===== src/rtl/wave_pkg.sv =====
// Shared widths, window geometry and default channel colours for the
// multi-channel waveform overlay.
package wave_pkg;
   localparam int SAMPLE_W    = 8;
   localparam int ADDR_W      = 9;
   localparam int X_W         = 11;
   localparam int Y_W         = 10;
   localparam int WIN_SAMPLES = 256;
   localparam int WIN_ROWS    = 512;

   // Channel 0 occupies the low 24 bits.
   localparam logic [95:0] CH_RGB_DEFAULT = {24'h00FFFF, 24'hFF00FF, 24'h00FF00, 24'hFFFFFF};

   typedef logic [SAMPLE_W-1:0] sample_t;
   typedef logic [ADDR_W-1:0]   addr_t;

   typedef struct packed {
      logic [7:0] r;
      logic [7:0] g;
      logic [7:0] b;
   } rgb_t;

   function automatic sample_t scale_sample(input sample_t raw, input int ofs);
      return sample_t'((raw >> 1) + sample_t'(ofs));
   endfunction
endpackage


===== src/rtl/wave_channel.sv =====
// One waveform channel: previous/current sample pair, scaling of fresh RAM
// data, and the line/dot hit test against the current display row.
module wave_channel
   import wave_pkg::*;
#(
   parameter int AMP_OFS = 32
) (
   input  logic    clk,
   input  logic    reset,
   input  logic    update,
   input  logic    dot_mode,
   input  logic    in_window,
   input  sample_t raw,
   input  sample_t y8,
   output logic    hit
);
   sample_t prev_q, prev_d;
   sample_t curr_q, curr_d;
   sample_t lo, hi;

   always_comb begin
      prev_d = prev_q;
      curr_d = curr_q;
      if (update) begin
         prev_d = curr_q;
         curr_d = scale_sample(raw, AMP_OFS);
      end
   end

   always_comb begin
      lo = (prev_q < curr_q) ? prev_q : curr_q;
      hi = (prev_q < curr_q) ? curr_q : prev_q;
      if (dot_mode) hit = in_window && (y8 == curr_q);
      else          hit = in_window && (y8 >= lo) && (y8 <= hi);
   end

   always_ff @(posedge clk) begin
      if (reset) begin
         prev_q <= '0;
         curr_q <= '0;
      end else begin
         prev_q <= prev_d;
         curr_q <= curr_d;
      end
   end
endmodule


===== src/rtl/wave_display_mc.sv =====
// Multi-channel oscilloscope overlay: maps the pixel column to a sample RAM
// address, tracks RAM read latency, and colours pixels on any waveform.
module wave_display_mc
   import wave_pkg::*;
#(
   parameter int          NUM_CH  = 2,
   parameter int          X_LO    = 256,
   parameter int          X_SHIFT = 1,
   parameter int          Y_LO    = 0,
   parameter int          RAM_LAT = 1,
   parameter int          AMP_OFS = 32,
   parameter logic [95:0] CH_RGB  = CH_RGB_DEFAULT
) (
   input  logic                  clk,
   input  logic                  reset,
   input  logic [X_W-1:0]        x,
   input  logic [Y_W-1:0]        y,
   input  logic                  valid,
   input  logic                  read_index,
   input  logic                  dot_mode,
   input  logic [8*NUM_CH-1:0]   read_value,
   output logic [ADDR_W-1:0]     read_address,
   output logic                  valid_pixel,
   output logic [7:0]            r,
   output logic [7:0]            g,
   output logic [7:0]            b
);
   localparam logic [11:0] X_LO_V = 12'(X_LO);
   localparam logic [11:0] X_HI_V = 12'(X_LO + (WIN_SAMPLES << X_SHIFT));
   localparam logic [10:0] Y_LO_V = 11'(Y_LO);
   localparam logic [10:0] Y_HI_V = 11'(Y_LO + WIN_ROWS);

   logic                idx_lat_q, idx_lat_d;
   addr_t               last_addr_q;
   logic [RAM_LAT-1:0]  flag_q, flag_d;
   logic                armed_q, armed_d;
   logic                valid_pixel_q, valid_pixel_d;
   rgb_t                rgb_q, rgb_d;

   logic                x_ge_lo, in_window, change, update, any_hit;
   logic [X_W-1:0]      x_rel, x_col;
   logic [Y_W-1:0]      y_rel;
   sample_t             y8;
   logic [NUM_CH-1:0]   hit;
   rgb_t                win_rgb;
   logic                unused_bits;

   always_comb begin
      x_ge_lo   = {1'b0, x} >= X_LO_V;
      in_window = valid && x_ge_lo && ({1'b0, x} < X_HI_V)
                  && ({1'b0, y} >= Y_LO_V) && ({1'b0, y} < Y_HI_V);
      x_rel     = x - X_LO_V[X_W-1:0];
      x_col     = x_rel >> X_SHIFT;
      y_rel     = y - Y_LO_V[Y_W-1:0];
      y8        = y_rel[8:1];
      read_address = {idx_lat_q, x_ge_lo ? x_col[7:0] : 8'd0};
   end

   assign unused_bits = ^{x_col[X_W-1:8], y_rel[Y_W-1], y_rel[0]};

   // The RAM half is only re-latched at the top-left pixel so a frame never tears.
   always_comb begin
      idx_lat_d = (valid && (x == '0) && (y == '0)) ? read_index : idx_lat_q;
      change    = (read_address != last_addr_q);
      flag_d[0] = change;
      for (int i = 1; i < RAM_LAT; i++) flag_d[i] = flag_q[i-1];
      update    = flag_q[RAM_LAT-1];
      armed_d   = armed_q | update;
   end

   genvar gi;
   generate
      for (gi = 0; gi < NUM_CH; gi++) begin : gen_ch
         wave_channel #(.AMP_OFS(AMP_OFS)) u_ch (
            .clk       (clk),
            .reset     (reset),
            .update    (update),
            .dot_mode  (dot_mode),
            .in_window (in_window),
            .raw       (read_value[8*gi +: 8]),
            .y8        (y8),
            .hit       (hit[gi])
         );
      end
   endgenerate

   // Walk from the highest channel down so the lowest hitting channel wins.
   always_comb begin
      any_hit = 1'b0;
      win_rgb = '0;
      for (int c = NUM_CH - 1; c >= 0; c--) begin
         if (hit[c]) begin
            any_hit = 1'b1;
            win_rgb = CH_RGB[24*c +: 24];
         end
      end
      valid_pixel_d = armed_q && any_hit;
      rgb_d         = valid_pixel_d ? win_rgb : '0;
   end

   always_ff @(posedge clk) begin
      if (reset) begin
         idx_lat_q     <= 1'b0;
         last_addr_q   <= '0;
         flag_q        <= '0;
         armed_q       <= 1'b0;
         valid_pixel_q <= 1'b0;
         rgb_q         <= '0;
      end else begin
         idx_lat_q     <= idx_lat_d;
         last_addr_q   <= read_address;
         flag_q        <= flag_d;
         armed_q       <= armed_d;
         valid_pixel_q <= valid_pixel_d;
         rgb_q         <= rgb_d;
      end
   end

   assign valid_pixel = valid_pixel_q;
   assign r = rgb_q.r;
   assign g = rgb_q.g;
   assign b = rgb_q.b;
endmodule


===== config.mk =====
export PLATFORM = sky130hd
export DESIGN_NAME = wave_display_mc
export DESIGN_NICKNAME = d
export VERILOG_FILES = /design/src/rtl/wave_pkg.sv /design/src/rtl/wave_channel.sv /design/src/rtl/wave_display_mc.sv
export SDC_FILE = /design/constraint.sdc
export NUM_CORES = 1
export LEC_CHECK = 0
export ABC_AREA = 1
export CORE_UTILIZATION = 40
export DETAILED_ROUTE_END_ITERATION = 16
export PLACE_DENSITY = 0.72
export SYNTH_ARGS = -nofsm -noshare
export SYNTH_HDL_FRONTEND = slang
export SYNTH_SLANG_ARGS = --single-unit

===== constraint.sdc =====
create_clock -name clk -period 2.85 [get_ports clk]
set_input_delay 0.57 -clock clk [delete_from_list [all_inputs] [get_ports clk]]
set_output_delay 0.57 -clock clk [all_outputs]
set_load 0.02 [all_outputs]

# Word level (Yosys, flattened, before mapping)

Index checks and enable logic that the tools add are counted.

Bits in registers: 69
Memories kept: 0
ROM bits: 0
Output and inout port bits: 34
Word-level logic and storage cells: 55
Bits in writable memories: 0
Latch bits: 0
Input port bits: 42

Reductions and logical operators: 15
$mul: 0
Magnitude comparators: 9
Divide/modulo/power cells: 0
Eq/ne operators: 3
Shifts and indexed selects: 0
$add $sub $neg: 3
Bitwise logic cells: 2
Muxes and demuxes: 11

Operators by type and width:

| operator                                                                             | number |
|---|---|
| 8-bit 2-to-1 mux                                                                     | 5 |
| 24-bit 2-to-1 mux                                                                    | 1 |
| 7-bit by 6-bit adder with 8-bit output, second input constant                        | 2 |
| 8-bit == test                                                                        | 2 |
| 8-bit greater-or-equal comparator                                                    | 2 |
| 8-bit less-or-equal comparator                                                       | 2 |
| 8-bit less-than comparator                                                           | 2 |
| 16-bit 2-to-1 mux                                                                    | 1 |
| 1-bit logical AND                                                                    | 12 |
| 11-bit by 9-bit greater-or-equal comparator with 1-bit output, second input constant | 1 |
| 11-bit logical NOT                                                                   | 1 |
| 11-bit by 10-bit less-than comparator with 1-bit output, second input constant       | 1 |
| 10-bit logical NOT                                                                   | 1 |
| 10-bit less-than comparator, second input constant                                   | 1 |
| 9-bit inequality test                                                                | 1 |
| 9-bit subtractor, second input constant                                              | 1 |
| 1-bit 2-to-1 mux                                                                     | 4 |
| 2-bit OR reduction                                                                   | 1 |
| 1-bit NOT                                                                            | 1 |
| 1-bit bitwise OR                                                                     | 1 |

# Logic depth before layout (Yosys ltp)

Word-level depth: 12
Gate-level depth with buffers: 24
Depth with buffers taken out: 23

# By module

Synthesis repeated with hierarchy kept, for this count alone.

Cells, all modules: 591
Area total of the unflattened synthesis: 3,943.8 sq um

Modules (own cells, without submodules):

| module                         | seq. area each (sq um) | cells an instance | area an instance (sq um) | instances |
|---|---|---|---|---|
| wave_channel at gen_ch[0].u_ch | 320.3                  | 226               | 1,511.4                  | 1 |
| wave_channel at gen_ch[1].u_ch | 320.3                  | 226               | 1,507.7                  | 1 |
| wave_display_mc                | 300.3                  | 139               | 924.6                    | 1 |

# Worst setup path after synthesis

No wires, ideal clock.

Kind: register -> register
From: reg gen_ch[1].u_ch.curr_q[7]
To: reg rgb_q (netlist bit g[6])
Setup time: 115 ps
Arrival time: 2,217 ps
Data required time: 2,735 ps
Stages on the path, launching flop included: 19
Path slack: 517 ps
Buffers on the path: 1
Clock period less this slack: 2,333 ps
Cells stage by stage: dfxtp_1 -> inv_1 -> ha_1 -> a21oi_1 -> o21a_1 -> nand2_4 -> buf_12 -> nand2_2 -> o21ai_2 -> ha_1 -> nand2_1 -> inv_1 -> nor2_1 -> o21a_1 -> nand2_1 -> nand3_1 -> nand2_1 -> nand2_1 -> nand2_1

Word-level cells in the longest chain between the ends: 11
Elaborated cells between the ends (all ways): 17
Classes of those cells: order compare (3); eq/ne (1); mux (7); bitwise (1); reduce/logical (5)

RTL lines:

| element                             | RTL line                               | RTL |
|---|---|---|
| from (decl)                         | wave_channel.sv:18                     | `sample_t curr_q, curr_d;` |
| from (signal assigned)              | wave_channel.sv:43                     | `curr_q <= curr_d;` |
| 8-bit less-than comparator          | wave_channel.sv:31, wave_channel.sv:32 |  |
| 8-bit 2-to-1 mux                    | wave_channel.sv:31                     | `lo = (prev_q < curr_q) ? prev_q : curr_q;` |
| 8-bit greater-or-equal comparator   | wave_channel.sv:34                     | `else hit = in_window && (y8 >= lo) && (y8 <= hi);` |
| 1-bit logical AND (2 in a row)      | wave_channel.sv:34                     |  |
| 1-bit 2-to-1 mux *                  | wave_channel.sv:33                     | `if (dot_mode) hit = in_window && (y8 == curr_q);` |
| 1-bit 2-to-1 mux (2 in a row)       | wave_display_mc.sv:92                  | `if (hit[c]) begin` |
| 1-bit logical AND                   | wave_display_mc.sv:97                  | `valid_pixel_d = armed_q && any_hit;` |
| 1-bit NOT (no source line)          | n/a                                    |  |
| 2-bit OR reduction (no source line) | n/a                                    |  |
| to (signal assigned)                | wave_display_mc.sv:115                 | `rgb_q <= rgb_d;` |
| to (decl)                           | wave_display_mc.sv:38                  | `rgb_t rgb_q, rgb_d;` |

Mark *: on every way between the ends. The rest lies on a longest branch, timed or not.
A chain may end at the register's enable or synchronous reset.

# Worst setup path in the final report

From: in x[9]
To: out read_address[0]

Word-level cells in the longest chain between the ends: 2

RTL lines:

| element                                                       | RTL line              | RTL |
|---|---|---|
| from (decl)                                                   | wave_display_mc.sv:16 | `input logic [X_W-1:0] x,` |
| 11-bit by 9-bit greater-or-equal comparator with 1-bit output | wave_display_mc.sv:49 | `x_ge_lo = {1'b0, x} >= X_LO_V;` |
| 8-bit 2-to-1 mux                                              | wave_display_mc.sv:56 | `read_address = {idx_lat_q, x_ge_lo ? x_col[7:0] : 8'd0};` |
| to (decl)                                                     | wave_display_mc.sv:22 | `output logic [ADDR_W-1:0] read_address,` |

Every way passes these cells.

==> impl_metrics.env <==
export IMPL_status="completed"
export IMPL_grt_usage_pct=19.8
export IMPL_period_needed_ps=2690
export IMPL_hp_start="idx_lat_q"
export IMPL_ys_seq_elements=47
export IMPL_p_total_mw=2.17
export IMPL_maxCapViolCount=0
export IMPL_layout_nets=690
export IMPL_endpoint_kind="output port"
export IMPL_swShare_pct=37.1
export IMPL_drive_gt1_share_pct=12.1
export IMPL_share_comb_of_total_power_pct=41.9
export IMPL_place_congestion=0.876
export IMPL_r2r_end="g[6]"
export IMPL_max_slew_worst_pin_slew_ps=805
export IMPL_grt_max_degree=38
export IMPL_wl_per_cell_um=13.5
export IMPL_power_switching_mw=0.804
export IMPL_design_area_um2=4650
export IMPL_crit_type="input port to output port"
export IMPL_cp_data_required_time_ps=2280
export IMPL_port_buffers=73
export IMPL_hp_class="register to register"
export IMPL_critPathLaunchType="input port"
export IMPL_antenna_left=0
export IMPL_synth_distinct_cells=31
export IMPL_final_max_slew_violation_count=0
export IMPL_place_area_um2=4460
export IMPL_slew_limit_headroom_pct=46.3
export IMPL_finalCritPeriodShare_pct=94.5
export IMPL_clkPwrFrac_pct=24.2
export IMPL_skew_ps=10.8
export IMPL_vias=3564
export IMPL_setup_violations=0
export IMPL_clock_fmax_mhz=371
export IMPL_grt_overflow_total=0
export IMPL_yosys_warnings=0
export IMPL_p_leak_nw=2.19
export IMPL_synth_area_leader_cell="dfxtp_1"
export IMPL_ys_seq_area_share_pct=25.4
export IMPL_syn_cell_area_um2=3710
export IMPL_cts_max_level=2
export IMPL_vias_per_cell=5.03
export IMPL_clk_pin_slew_ps=100
export IMPL_postCtsHoldBufs=0
export IMPL_diodes=0
export IMPL_area_growth_pct=25.4
export IMPL_wl_mm=9.60
export IMPL_dr_wl_met2_mm=4.58
export IMPL_crit_path_max_fanout=11
export IMPL_power_density_nw_per_um2=466
export IMPL_cts_sinks=47
export IMPL_cp_arrival_ps=2120
export IMPL_chipHeight_um=98.3
export IMPL_row_count=34
export IMPL_root_buffer="clkbuf_8"
export IMPL_wl_met3_um=579
export IMPL_core_area_um2=8850
export IMPL_synthTopCellsByArea="dfxtp_1 25%, ha_1 16%, nand2_1 10%, a21oi_1 7.8%, inv_1 6.7%"
export IMPL_initialDrtViolationCount=215
export IMPL_met1Wirelength_mm=4.31
export IMPL_hold_viol_final=0
export IMPL_finalSetupTns_ps=0
export IMPL_r2r_cells=18
export IMPL_p_seq_share_pct=33.9
export IMPL_dpl_hpwl_mm=7.22
export IMPL_cts_buffers=5
export IMPL_ios=76
export IMPL_r2r_setup_slack_ps=180
export IMPL_grt_pass1_vias=3379
export IMPL_die_x_um=98.3
export IMPL_top_layer_used="met4"
export IMPL_holdPathEnd="last_addr_q[8]"
export IMPL_antenna_found_initial=0
export IMPL_clock_path_buffers=2
export IMPL_dr_pass1_iters=7
export IMPL_initial_utilization_pct=41.9
export IMPL_die_area_um2=9660
export IMPL_ir_worst_vdd_v=0.000228
export IMPL_synth_area_per_cell_um2=6.98
export IMPL_synth_nets=621
export IMPL_clock_latency_ps=310
export IMPL_cts_tree="yes"
export IMPL_synth_top_area_share_pct=25.4
export IMPL_grt_pass1_wl_mm=15.6
export IMPL_r2r_start="gen_ch[1].u_ch.curr_q[6]"
export IMPL_internal_power_mw=1.36
export IMPL_synthCells=531
export IMPL_min_path_cells=2
export IMPL_drc=0
## state kept, by name (all words and copies together), names as in the netlist
| name | cells |
|---|---|
| idx_lat_q | 1 |
| flag_q | 1 |
| r | 1 |
| g | 1 |
| gen_ch.u_ch.prev_q | 16 |
| gen_ch.u_ch.curr_q | 16 |
| valid_pixel | 1 |
| last_addr_q | 9 |
| armed_q | 1 |
## cell type report
type,count,area (um^2)
flip-flops and latches,47,945
inverters,68,255
well taps,108,135
multi-input cells,377,2260
repair buffers,101,941
clock buffers,5,68.8
fillers,877,4200
clock inverters,3,46.3
## cell usage after synthesis, drive strengths merged
master  instances
nand2         109
inv            68
a21oi          59
o21ai          59
nor2           51
ha             48
dfxtp          47
buf            32
nand3          13
clkbuf          9
nand4           7
xnor2           5
xor2            5
a21o            4
nor3            4
o21a            4
o22ai           3
nand3b          2
a21boi          1
nor4            1
## layer usage
layer  track usage, %  up-vias
met1             25.5     1597
met5                0        -
met3             3.44       13
met4             4.25        0
li1                 -     1847
met2             34.5      107
## stage by stage
stage               setup slack, ps  hold slack [ps]  instances  utilization (%)
finish                          155              486        709             52.5
global route                  -1.96              504        709             52.5
CTS                            59.7              489        704             51.7
detailed placement              102              475        696             50.4
global placement                151              467        696             50.4
floorplan                       517              450        531                -
## power by group through the flow
stage | logic [mW] | clock network (mW) | registers [mW]
floorplan | 0.630 | 0 | 0.739
global placement | 0.824 | 0 | 0.747
detailed placement | 0.855 | 0 | 0.748
CTS | 0.860 | 0.528 | 0.733
global route | 1.04 | 0.559 | 0.739
finish | 0.909 | 0.525 | 0.734
## worst max path at each step
stage / slack (ps) / end / depth (start not counted) / from
CTS: 60 / g[6] / 21 / gen_ch[0].u_ch.curr_q[1]
global placement: 150 / g[6] / 18 / gen_ch[1].u_ch.curr_q[7]
detailed placement: 100 / g[6] / 19 / gen_ch[1].u_ch.curr_q[7]
floorplan: 520 / g[6] / 18 / gen_ch[1].u_ch.curr_q[7]
global route: -2 / valid_pixel / 18 / gen_ch[1].u_ch.curr_q[7]
finish: 160 / read_address[0] / 6 / x[9]
## worst max-delay path: stages
cell,delay (ps)
clkdlybuf4s50_1,500
inv_1,60
nand3_2,170
nand2_1,140
inv_1,80
clkdlybuf4s50_1,600
## what timing repair did
item,4_1_cts,5_1_grt
resized for setup,0,11
setup buffers,0,3
setup endpoints to repair,0,3
hold endpoints to repair,0,0
## cell families (layout without fill, tap and decap cells)
logic type                 after synthesis  count (layout)  share of synthesized area, %
AOI/OAI and AO/OA                      130             130                          20.0
xor gates and xnor gates                10              10                          2.36
adders and majority gates               48              48                          16.2
buffers and inverters                  109             177                          15.1
DFF                                     47              47                          25.4
and+or+nand+nor                        187             189                          21.0
## placed cells by master (no fill, tap or decap), types with 7 or more instances in the layout
| cell type | n |
|---|---|
| nand2_1 | 101 |
| clkdlybuf4s50_1 | 73 |
| inv_1 | 66 |
| a21oi_1 | 58 |
| nor2_1 | 50 |
| ha_1 | 48 |
| dfxtp_1 | 44 |
| o21ai_0 | 33 |
| buf_4 | 28 |
| o21ai_2 | 16 |
| nand3_1 | 12 |
| o21ai_1 | 10 |
| nand4_1 | 7 |
No activity file was read; power rests on OpenSTA's default activity.
